--- config.mk ---
export PLATFORM = sky130hd
export DESIGN_NAME = imm_encoder_flat
export DESIGN_NICKNAME = d
export VERILOG_FILES = /design/src/rtl/imm_pkg.sv /design/src/rtl/imm_encoder_if.sv /design/src/rtl/imm_pack.sv /design/src/rtl/imm_encoder.sv /design/src/flat_wrapper.sv
export SDC_FILE = /design/constraint.sdc
export NUM_CORES = 1
export LEC_CHECK = 0
export ABC_CLOCK_PERIOD_IN_PS = 2400
export CORE_AREA = 2 2 100 102
export DETAILED_ROUTE_END_ITERATION = 10
export DIE_AREA = 0 0 102 104
export PLACE_DENSITY = 0.8
export RECOVER_POWER = 50
export SLEW_MARGIN = 20
export SYNTH_ARGS = -nofsm -noshare
export SYNTH_HDL_FRONTEND = slang
export SYNTH_SLANG_ARGS = --single-unit
export TNS_END_PERCENT = 10
--- constraint.sdc ---
create_clock -name clk -period 2.4 [get_ports clk]
set_input_delay 0.48 -clock clk [delete_from_list [all_inputs] [get_ports clk]]
set_output_delay 0.48 -clock clk [all_outputs]
set_load 0.05 [all_outputs]
--- src/rtl/imm_pkg.sv ---
// Shared constants and helpers for the immediate encoder (format selects, default width, range test).
package imm_pkg;

  localparam logic [1:0] IMM_I = 2'b00;
  localparam logic [1:0] IMM_S = 2'b01;
  localparam logic [1:0] IMM_B = 2'b10;
  localparam logic [1:0] IMM_U = 2'b11;

  localparam int DEFAULT_DATA_WIDTH = 32;
  localparam int DEFAULT_CNT_WIDTH  = 8;

  // True when v[31:msb] are all equal, i.e. v fits a signed field whose sign bit sits at msb.
  function automatic logic fits_signed(input logic [31:0] v, input int unsigned msb);
    logic [31:0] sh;
    sh = $signed(v) >>> msb;
    return (sh == '0) || (sh == '1);
  endfunction

endpackage

--- src/rtl/imm_encoder_if.sv ---
// Upstream/downstream valid-ready bus of the immediate encoder; slave is the encoder's view.
interface imm_encoder_if #(
  parameter int DATA_WIDTH = 32,
  parameter int CNT_WIDTH  = 8
);
  logic                  in_valid;
  logic                  in_ready;
  logic [1:0]            ImmSrc;
  logic [DATA_WIDTH-1:0] Imm;
  logic [DATA_WIDTH-1:0] Base;
  logic                  out_valid;
  logic                  out_ready;
  logic [DATA_WIDTH-1:0] Instr;
  logic                  RangeErr;
  logic                  AlignErr;
  logic [CNT_WIDTH-1:0]  ErrCount;

  modport slave (
    input  in_valid, ImmSrc, Imm, Base, out_ready,
    output in_ready, out_valid, Instr, RangeErr, AlignErr, ErrCount
  );

  modport master (
    output in_valid, ImmSrc, Imm, Base, out_ready,
    input  in_ready, out_valid, Instr, RangeErr, AlignErr, ErrCount
  );
endinterface

--- src/rtl/imm_pack.sv ---
// Combinational immediate packer: merges Imm into the I/S/B(/U) fields of Base and flags bad immediates.
// U-type packing exists only when IMM_U_TYPE_EN is defined; otherwise ImmSrc=11 is rejected.
module imm_pack
  import imm_pkg::*;
(
  input  logic [1:0]                    ImmSrc,
  input  logic [DEFAULT_DATA_WIDTH-1:0] Imm,
  input  logic [DEFAULT_DATA_WIDTH-1:0] Base,
  output logic [DEFAULT_DATA_WIDTH-1:0] Instr,
  output logic                          RangeErr,
  output logic                          AlignErr
);

  // NOTE: every output gets a default before the case so no path leaves a latch behind.
  always_comb begin
    Instr    = Base;
    RangeErr = 1'b0;
    AlignErr = 1'b0;
    case (ImmSrc)
      IMM_I: begin
        Instr[31:20] = Imm[11:0];
        RangeErr     = !fits_signed(Imm, 11);
      end
      IMM_S: begin
        Instr[31:25] = Imm[11:5];
        Instr[11:7]  = Imm[4:0];
        RangeErr     = !fits_signed(Imm, 11);
      end
      IMM_B: begin
        // Imm[0] has no slot; a set bit is reported as misalignment instead.
        Instr[31]    = Imm[12];
        Instr[30:25] = Imm[10:5];
        Instr[11:8]  = Imm[4:1];
        Instr[7]     = Imm[11];
        RangeErr     = !fits_signed(Imm, 12);
        AlignErr     = Imm[0];
      end
      default: begin
`ifdef IMM_U_TYPE_EN
        Instr[31:12] = Imm[31:12];
        RangeErr     = |Imm[11:0];
`else
        RangeErr     = 1'b1;
`endif
      end
    endcase
  end

endmodule

--- src/rtl/imm_encoder.sv ---
// Two-stage valid/ready immediate encoder with a saturating count of rejected output beats.
// Optional macro IMM_U_TYPE_EN enables U-type packing for ImmSrc=11 (see imm_pack).
module imm_encoder
  import imm_pkg::*;
#(
  parameter int DATA_WIDTH = DEFAULT_DATA_WIDTH,
  parameter int CNT_WIDTH  = DEFAULT_CNT_WIDTH
) (
  input  logic         clk,
  input  logic         rst,
  imm_encoder_if.slave bus
);

  logic                  s1_valid;
  logic [1:0]            s1_src;
  logic [DATA_WIDTH-1:0] s1_imm;
  logic [DATA_WIDTH-1:0] s1_base;

  logic                  s2_valid;
  logic [DATA_WIDTH-1:0] s2_instr;
  logic                  s2_range;
  logic                  s2_align;
  logic [CNT_WIDTH-1:0]  err_cnt;

  logic [DATA_WIDTH-1:0] p_instr;
  logic                  p_range;
  logic                  p_align;
  logic                  in_fire;
  logic                  s1_adv;
  logic                  out_fire;

  // Ready ripples back combinationally from out_ready; there is no skid buffer.
  assign out_fire     = s2_valid && bus.out_ready;
  assign s1_adv       = s1_valid && (!s2_valid || bus.out_ready);
  assign bus.in_ready = !s1_valid || s1_adv;
  assign in_fire      = bus.in_valid && bus.in_ready;

  // NOTE: state registers use non-blocking assignments so all stages update from pre-edge values.
  always_ff @(posedge clk) begin
    if (rst)          s1_valid <= 1'b0;
    else if (in_fire) s1_valid <= 1'b1;
    else if (s1_adv)  s1_valid <= 1'b0;
  end

  // NOTE: stage-1 payload is qualified by s1_valid, so it carries no reset.
  always_ff @(posedge clk) begin
    if (in_fire) begin
      s1_src  <= bus.ImmSrc;
      s1_imm  <= bus.Imm;
      s1_base <= bus.Base;
    end
  end

  imm_pack u_pack (
    .ImmSrc   (s1_src),
    .Imm      (s1_imm),
    .Base     (s1_base),
    .Instr    (p_instr),
    .RangeErr (p_range),
    .AlignErr (p_align)
  );

  // Output payload is loaded only on advance, so it holds while stalled.
  always_ff @(posedge clk) begin
    if (rst) begin
      s2_valid <= 1'b0;
      s2_instr <= '0;
      s2_range <= 1'b0;
      s2_align <= 1'b0;
    end else if (s1_adv) begin
      s2_valid <= 1'b1;
      s2_instr <= p_instr;
      s2_range <= p_range;
      s2_align <= p_align;
    end else if (out_fire) begin
      s2_valid <= 1'b0;
    end
  end

  always_ff @(posedge clk) begin
    if (rst)
      err_cnt <= '0;
    else if (out_fire && (s2_range || s2_align) && (err_cnt != '1))
      err_cnt <= err_cnt + 1'b1;
  end

  assign bus.out_valid = s2_valid;
  assign bus.Instr     = s2_instr;
  assign bus.RangeErr  = s2_range;
  assign bus.AlignErr  = s2_align;
  assign bus.ErrCount  = err_cnt;

endmodule

--- src/flat_wrapper.sv ---
// flat-port wrapper written by rule: the top's interface ports become plain ports
module imm_encoder_flat import imm_pkg::*;
#(
  parameter int DATA_WIDTH = DEFAULT_DATA_WIDTH,
  parameter int CNT_WIDTH  = DEFAULT_CNT_WIDTH
)
  (clk, rst, bus_in_valid, bus_ImmSrc, bus_Imm, bus_Base, bus_out_ready, bus_in_ready, bus_out_valid, bus_Instr, bus_RangeErr, bus_AlignErr, bus_ErrCount);
  imm_encoder_if #(.DATA_WIDTH(DATA_WIDTH), .CNT_WIDTH(CNT_WIDTH)) bus_i ();
  input  logic clk;
  input  logic rst;
  input wire logic [$bits(bus_i.in_valid)-1:0] bus_in_valid;
  input wire logic [$bits(bus_i.ImmSrc)-1:0] bus_ImmSrc;
  input wire logic [$bits(bus_i.Imm)-1:0] bus_Imm;
  input wire logic [$bits(bus_i.Base)-1:0] bus_Base;
  input wire logic [$bits(bus_i.out_ready)-1:0] bus_out_ready;
  output wire logic [$bits(bus_i.in_ready)-1:0] bus_in_ready;
  output wire logic [$bits(bus_i.out_valid)-1:0] bus_out_valid;
  output wire logic [$bits(bus_i.Instr)-1:0] bus_Instr;
  output wire logic [$bits(bus_i.RangeErr)-1:0] bus_RangeErr;
  output wire logic [$bits(bus_i.AlignErr)-1:0] bus_AlignErr;
  output wire logic [$bits(bus_i.ErrCount)-1:0] bus_ErrCount;
  assign bus_i.in_valid = bus_in_valid;
  assign bus_i.ImmSrc = bus_ImmSrc;
  assign bus_i.Imm = bus_Imm;
  assign bus_i.Base = bus_Base;
  assign bus_i.out_ready = bus_out_ready;
  assign bus_in_ready = bus_i.in_ready;
  assign bus_out_valid = bus_i.out_valid;
  assign bus_Instr = bus_i.Instr;
  assign bus_RangeErr = bus_i.RangeErr;
  assign bus_AlignErr = bus_i.AlignErr;
  assign bus_ErrCount = bus_i.ErrCount;
  imm_encoder #(.DATA_WIDTH(DATA_WIDTH), .CNT_WIDTH(CNT_WIDTH)) u_core (.clk(clk), .rst(rst), .bus(bus_i));
endmodule
==> impl_metrics.tcl, run 1 <==
set metrics [dict create \
    die_x_um 102 \
    cpPeakStageDelay_ns 0.61 \
    seqPwrFrac 0.592 \
    avgSynthCellArea_um2 13.0 \
    pwr-share-clk 0.281 \
    synth_top_cell_by_area "edfxtp_1" \
    criticalPathCategory "in -> reg" \
    drt-total-wl_um 8150 \
    synth-seq-cells 110 \
    synth_top_area_frac 0.496 \
    min_from "u_core.bus.Instr[2]" \
    ir_drop_v 0.000351 \
    crit_slowest_cell "buf_4" \
    power-per-cell-area_nw_per_um2 670 \
    grt_pass1_vias 2766 \
    multi_input_area_um2 1050 \
    cp-start-kind "input pin" \
    rows 36 \
    synth_nets 383 \
    insertion_delay_ns 0.36 \
    drt-initial-drc-count 103 \
    antenna_left 0 \
    setup_violations 0 \
    syn_area_um2 4000 \
    min_to "u_core.bus.Instr[2]" \
    required_ns 2.39 \
    post_cts_buffers 0 \
    synth-edff-count 66 \
    io_buffers 113 \
    nets 499 \
    cts_tree "done" \
    cp-end-kind "flip-flop" \
    tightest_slew_ns 1.27 \
    leakage_nw 1.87 \
    overflow 0 \
    status "complete, no violations" \
    synth-main-ff-cell "edfxtp_1" \
    fp.dieH_um 104 \
    pwr-share-comb 0.127 \
    clockRootBuffer "clkbuf_8" \
    ys_types 41 \
    p_int_mw 2.70 \
    critPathLaunch "bus_out_ready" \
    layout-drive-gt1-share 0.0653 \
    grt_util_all_layers 0.154 \
    cp_data_arrival_time_ns 2.11 \
    ctsResizeCount 0 \
    htreeDepth 3 \
    netlist_instances 308 \
    clk_pin_slew_ns 0.10 \
    viasPerCell 4.98 \
    holdPathStages 2 \
    io_pins 114 \
    worstHoldPathType "reg -> reg" \
    regToRegSetupSlack_ns 0.58 \
    vias 2800 \
    drc 0 \
    r2r-start "u_core.bus.out_valid" \
    die_area_um2 10600 \
    hold_viol 0 \
    n_antenna_cell 0 \
    numCtsBuffers 9 \
    worstPathCellList "dlygate4sd3_1 -> nor2b_1 -> nand2_1 -> and2_2 -> buf_4" \
    cts_sinks 110 \
    finalSetupTns_ns 0 \
    place.gp.congestion 0.834 \
    grt_antenna_before_repair 0 \
    wire_per_inst_um 14.5 \
    grt_max_degree 67 \
    start_util 0.419 \
    yosys-top-cells-area "edfxtp_1, dfxtp_1, nand2_1" \
    regArea_um2 2860 \
    fin_crit_ns 2.12 \
    hold_buffers 0 \
    cp_max_fo 66 \
    fin_crit_sh 0.884 \
    async_flop_share 0 \
    switching_share 0.261 \
    synth_warnings 0 \
    holdWs_ns 0.460 \
    core_area_um2 9550 \
    syn_to_final_growth_pct 36.4 \
    drv_cap 0 \
    p_sw_mw 0.952 \
    max_freq_mhz 471 \
    rsz0062_at_grt "false" \
    regToRegEndpoint "u_core.s1_base[17]" \
    clock_path_buffers 2 \
    skew_ns 0.0122 \
    ys_seq_area_frac 0.716 \
    hpwlAfterDp_um 5820 \
    slew_headroom 0.151 \
    rr_worst_depth 4 \
    fill_cells 833 \
    slew_violations 0 \
    firstDrtPassIters 4 \
    grt_pass1_wl_um 12800 \
]
-- cells in the mapped netlist, types with 2 or more instances --
cell type / instances
nor2_1: 26
dfxtp_1: 44
nor4_1: 5
a311oi_1: 4
a2111oi_0: 2
nand4_1: 5
o21ai_0: 3
clkbuf_1: 9
nand3_1: 4
a21oi_1: 24
xnor2_1: 3
edfxtp_1: 66
buf_2: 4
nand2_1: 39
and2_1: 3
a211oi_1: 6
o31ai_1: 2
nor2b_1: 5
mux2i_1: 6
inv_1: 5
a221oi_1: 6
nor3_1: 13
or4_1: 2
ha_1: 5
-- final cells by class --
cell class | count | area share
multi-input cells | 179 | 0.193
repair buffers | 119 | 0.216
clock buffers | 10 | 0.0234
clock inverters | 6 | 0.00941
flip-flops and latches | 110 | 0.525
inverters | 5 | 0.00344
well taps | 133 | 0.0305
-- sequential cells by signal (all words and copies together), names as in the netlist --
signal and cells:
u_core.s1_src 2, u_core.s1_valid 1, u_core.bus.ErrCount 8, u_core.s1_base 32, u_core.s1_imm 32, u_core.bus.out_valid 1
u_core.bus.AlignErr 1, u_core.bus.RangeErr 1, u_core.bus.Instr 32
-- layout by cell type, fill, tap and decap left out, types with 6 or more instances in the layout --
master	netlist	final
a211oi_1	6	6
a21oi_1	24	24
a221oi_1	6	6
clkbuf_8	0	9
clkdlybuf4s50_1	0	44
dfxtp_1	44	44
dlygate4sd3_1	0	67
edfxtp_1	66	66
mux2i_1	6	6
nand2_1	39	39
nor2_1	26	26
nor3_1	13	13
-- power groups by stage --
stage	registers [mW]	clock network, mW	logic [mW]
final	2.16	1.03	0.465
after global routing	2.17	1.13	0.497
after CTS	2.16	1.06	0.496
after detailed placement	2.20	0	0.495
after global placement	2.20	0	0.485
after floorplan	2.32	0	0.137
-- worst max path at each step --
| stage | endpoint | slack (ns) | cells past startpoint |
|---|---|---|---|
| global route | u_core.bus.Instr[9] | 0.17 | 3 |
| finish | u_core.s1_base[17] | 0.28 | 5 |
| detailed placement | u_core.bus.RangeErr | 0.25 | 5 |
| CTS | bus_ErrCount[4] | 0.26 | 1 |
| global placement | u_core.bus.RangeErr | 0.30 | 5 |
| floorplan | u_core.s1_base[0] | 0.29 | 3 |
-- cell families after synthesis --
logic type | after synthesis | synth area share
AO/OA/AOI/OAI | 54 | 0.0945
XOR/XNOR | 4 | 0.00876
adder cells (fa/ha/maj) | 5 | 0.0156
buffers and inverters | 19 | 0.0191
flip-flops | 110 | 0.716
multiplexers | 7 | 0.0178
AND/OR/NAND/NOR | 109 | 0.128
-- critical path: cells and delay by family --
kind	cells	cell delay (ns)
buffers and inverters	2	1.20
and+or+nand+nor	3	0.36
-- per-stage QoR --
step	worst slack (ns)	instance area [um2]	total power [mW]	utilization	cells
2_1_floorplan	0.285	4000	2.46	-	308
3_3_place_gp	0.297	5300	2.68	0.555	546
3_5_place_dp	0.247	5300	2.70	0.555	546
4_1_cts	0.261	5480	3.72	0.574	562
5_1_grt	0.167	5450	3.80	0.571	562
6_report	0.278	5450	3.65	0.571	562
-- layer usage --
metal,global-route usage,vias up,share of wire
met5,0,-,0
met4,0.0486,0,0.012
met3,0.0336,12,0.055
met2,0.265,93,0.51
met1,0.192,1332,0.43
li1,-,1363,-
(Power assumes the default switching activity.)
==> inputs of run 2 (changes only) <==
- PLACE_DENSITY: 0.8 -> 0.76
==> run 2 against run 1 <==
Compared with the run above:
- maximum frequency fell by 2.2%
- critical path depth did not move
- core utilization rose by 0.75 points
- worst hold slack got worse by 0.0028 ns
- non-clock buffer count rose by 1
- critical endpoint is now u_core.s1_imm[1]
- sequential cell count did not move
- largest power group unchanged
- highest routed layer unchanged
- worst setup slack got worse by 0.047 ns
- total power rose by 2.1%
- combinational power rose by 3%
- cell area rose by 1.3%
==> impl_metrics.tcl, run 2 (same netlist as run 1, synthesis figures left out) <==
set metrics [dict create \
    status "complete, no violations" \
    finish.utilization 0.578 \
    nets 500 \
    insertion_delay_ns 0.36 \
    critical_path.top_delay_family "simple AND/OR/NAND/NOR gates" \
    start_util 0.419 \
    rsz0062_at_grt "false" \
    place.gp.congestion 0.798 \
    holdPathStages 2 \
    ctsResizeCount 0 \
    wire_per_inst_um 14.6 \
    clockRootBuffer "clkbuf_8" \
    slew_violations 0 \
    fin_crit_sh 0.904 \
    dpl_cell_area_um2 5350 \
    grt_util_all_layers 0.157 \
    cp-end-kind "flip-flop" \
    cpPeakStageDelay_ns 0.71 \
    worstPathCellList "dlygate4sd3_1 -> nor2b_1 -> nand2_1 -> and2_1 -> buf_12" \
    final_cell_mix "dlygate4sd3_1, edfxtp_1, clkdlybuf4s50_1, dfxtp_1, nand2_1" \
    grt_pass1_vias 2714 \
    drt-initial-drc-count 92 \
    worstHoldPathType "reg -> reg" \
    hpwlAfterDp_um 6030 \
    drc 0 \
    finalSetupTns_ns 0 \
    multi_input_area_um2 1050 \
    cts_sinks 110 \
    core_area_um2 9550 \
    final_area_um2 5520 \
    path_buf_inv 2 \
    regToRegSetupSlack_ns 0.51 \
    pwr-share-clk 0.293 \
    slew_headroom 0.288 \
    dp_worst_setup_slack_ns 0.307 \
    grt_antenna_before_repair 0 \
    vias 2763 \
    ir_drop_v 0.000381 \
    antenna_left 0 \
    layout_commonest_cell "dlygate4sd3_1" \
    clk_pin_slew_ns 0.09 \
    p_int_mw 2.80 \
    required_ns 2.46 \
    fin_crit_ns 2.17 \
    p_total_mw 3.73 \
    leakage_nw 1.90 \
    power-per-cell-area_nw_per_um2 675 \
    pwr-share-comb 0.128 \
    cts_tree "done" \
    htreeDepth 3 \
    rr_worst_depth 4 \
    rows 36 \
    drv_cap 0 \
    io_pins 114 \
    criticalPathCategory "in -> reg" \
    layout-drive-gt1-share 0.0651 \
    cp-start-kind "input pin" \
    fill_cells 810 \
    max_freq_mhz 461 \
    grt_max_degree 39 \
    io_buffers 113 \
    hold_viol 0 \
    die_area_um2 10600 \
    overflow 0 \
    viasPerCell 4.91 \
    clock_path_buffers 2 \
    crit_slowest_cell "and2_1" \
    critical_path_depth 5 \
    p_sw_mw 0.925 \
    seqPwrFrac 0.579 \
    drt-total-wl_um 8240 \
    n_antenna_cell 0 \
    switching_share 0.248 \
    syn_to_final_growth_pct 38.1 \
    cp_data_arrival_time_ns 2.23 \
    fin_ws_ns 0.230 \
    grt_pass1_wl_um 13000 \
    tightest_slew_ns 1.07 \
    cp_max_fo 22 \
    setup_violations 0 \
    post_cts_buffers 0 \
    skew_ns 0.0126 \
    numCtsBuffers 9 \
    fp.dieH_um 104 \
    hold_buffers 0 \
    die_x_um 102 \
    firstDrtPassIters 4 \
    regArea_um2 2860 \
]
==> run 2: cell count changes in the layout (fill, tap and decap cells not counted) <==
| cell | previous run | this run |
|---|---|---|
| clkbuf_2 | 0 | 2 |
| buf_12 | 1 | 5 |
| inv_8 | 1 | 0 |
| bufinv_16 | 0 | 1 |
| and2_2 | 1 | 0 |
| buf_4 | 5 | 1 |
| and2_1 | 2 | 3 |
| clkbuf_1 | 3 | 2 |
| clkinv_1 | 0 | 1 |
| inv_4 | 1 | 0 |
==> run 2: per-stage QoR <==
step                hold slack [ns]  std cells
global route                  0.482        563
finish                        0.458        563
global placement              0.447        547
detailed placement            0.447        547
floorplan                     0.471        308
CTS                           0.461        563
==> run 2: worst reg2reg max path: stages, from the launching register on <==
cell and delay [ns]:
dfxtp_1 0.34, nor2b_1 0.16, nand2_1 0.13, and2_1 0.71
buf_12 0.26
==> run 2: layout make-up <==
type,count,share of cell area
multi-input cells,179,0.190
repair buffers,120,0.223
inverters,5,0.00340
clock buffers,10,0.0231
flip-flops and latches,110,0.518
clock inverters,6,0.0122
well taps,133,0.0301
==> run 2: routing by layer <==
metal	share of wire	wire length [um]	global-route usage
met1	0.43	3550	0.198
met2	0.50	4160	0.268
met3	0.057	471	0.0363
met4	0.0069	57	0.0438
met5	0	0	0
==> run 2: final timing paths <==
| check | endpoint | startpoint |
|---|---|---|
| max | u_core.s1_imm[1] | bus_out_ready |
| min | u_core.bus.Instr[7] | u_core.bus.Instr[7] |
| max reg2reg | u_core.s1_imm[1] | u_core.bus.out_valid |
| min reg2reg | u_core.bus.Instr[7] | u_core.bus.Instr[7] |
==> run 2: power groups by stage <==
stage | clock network (mW) | registers, mW | logic (mW)
after global routing | 1.21 | 2.17 | 0.513
after CTS | 1.13 | 2.16 | 0.508
after floorplan | 0 | 2.32 | 0.137
after detailed placement | 0 | 2.20 | 0.507
after global placement | 0 | 2.20 | 0.497
final | 1.09 | 2.16 | 0.478
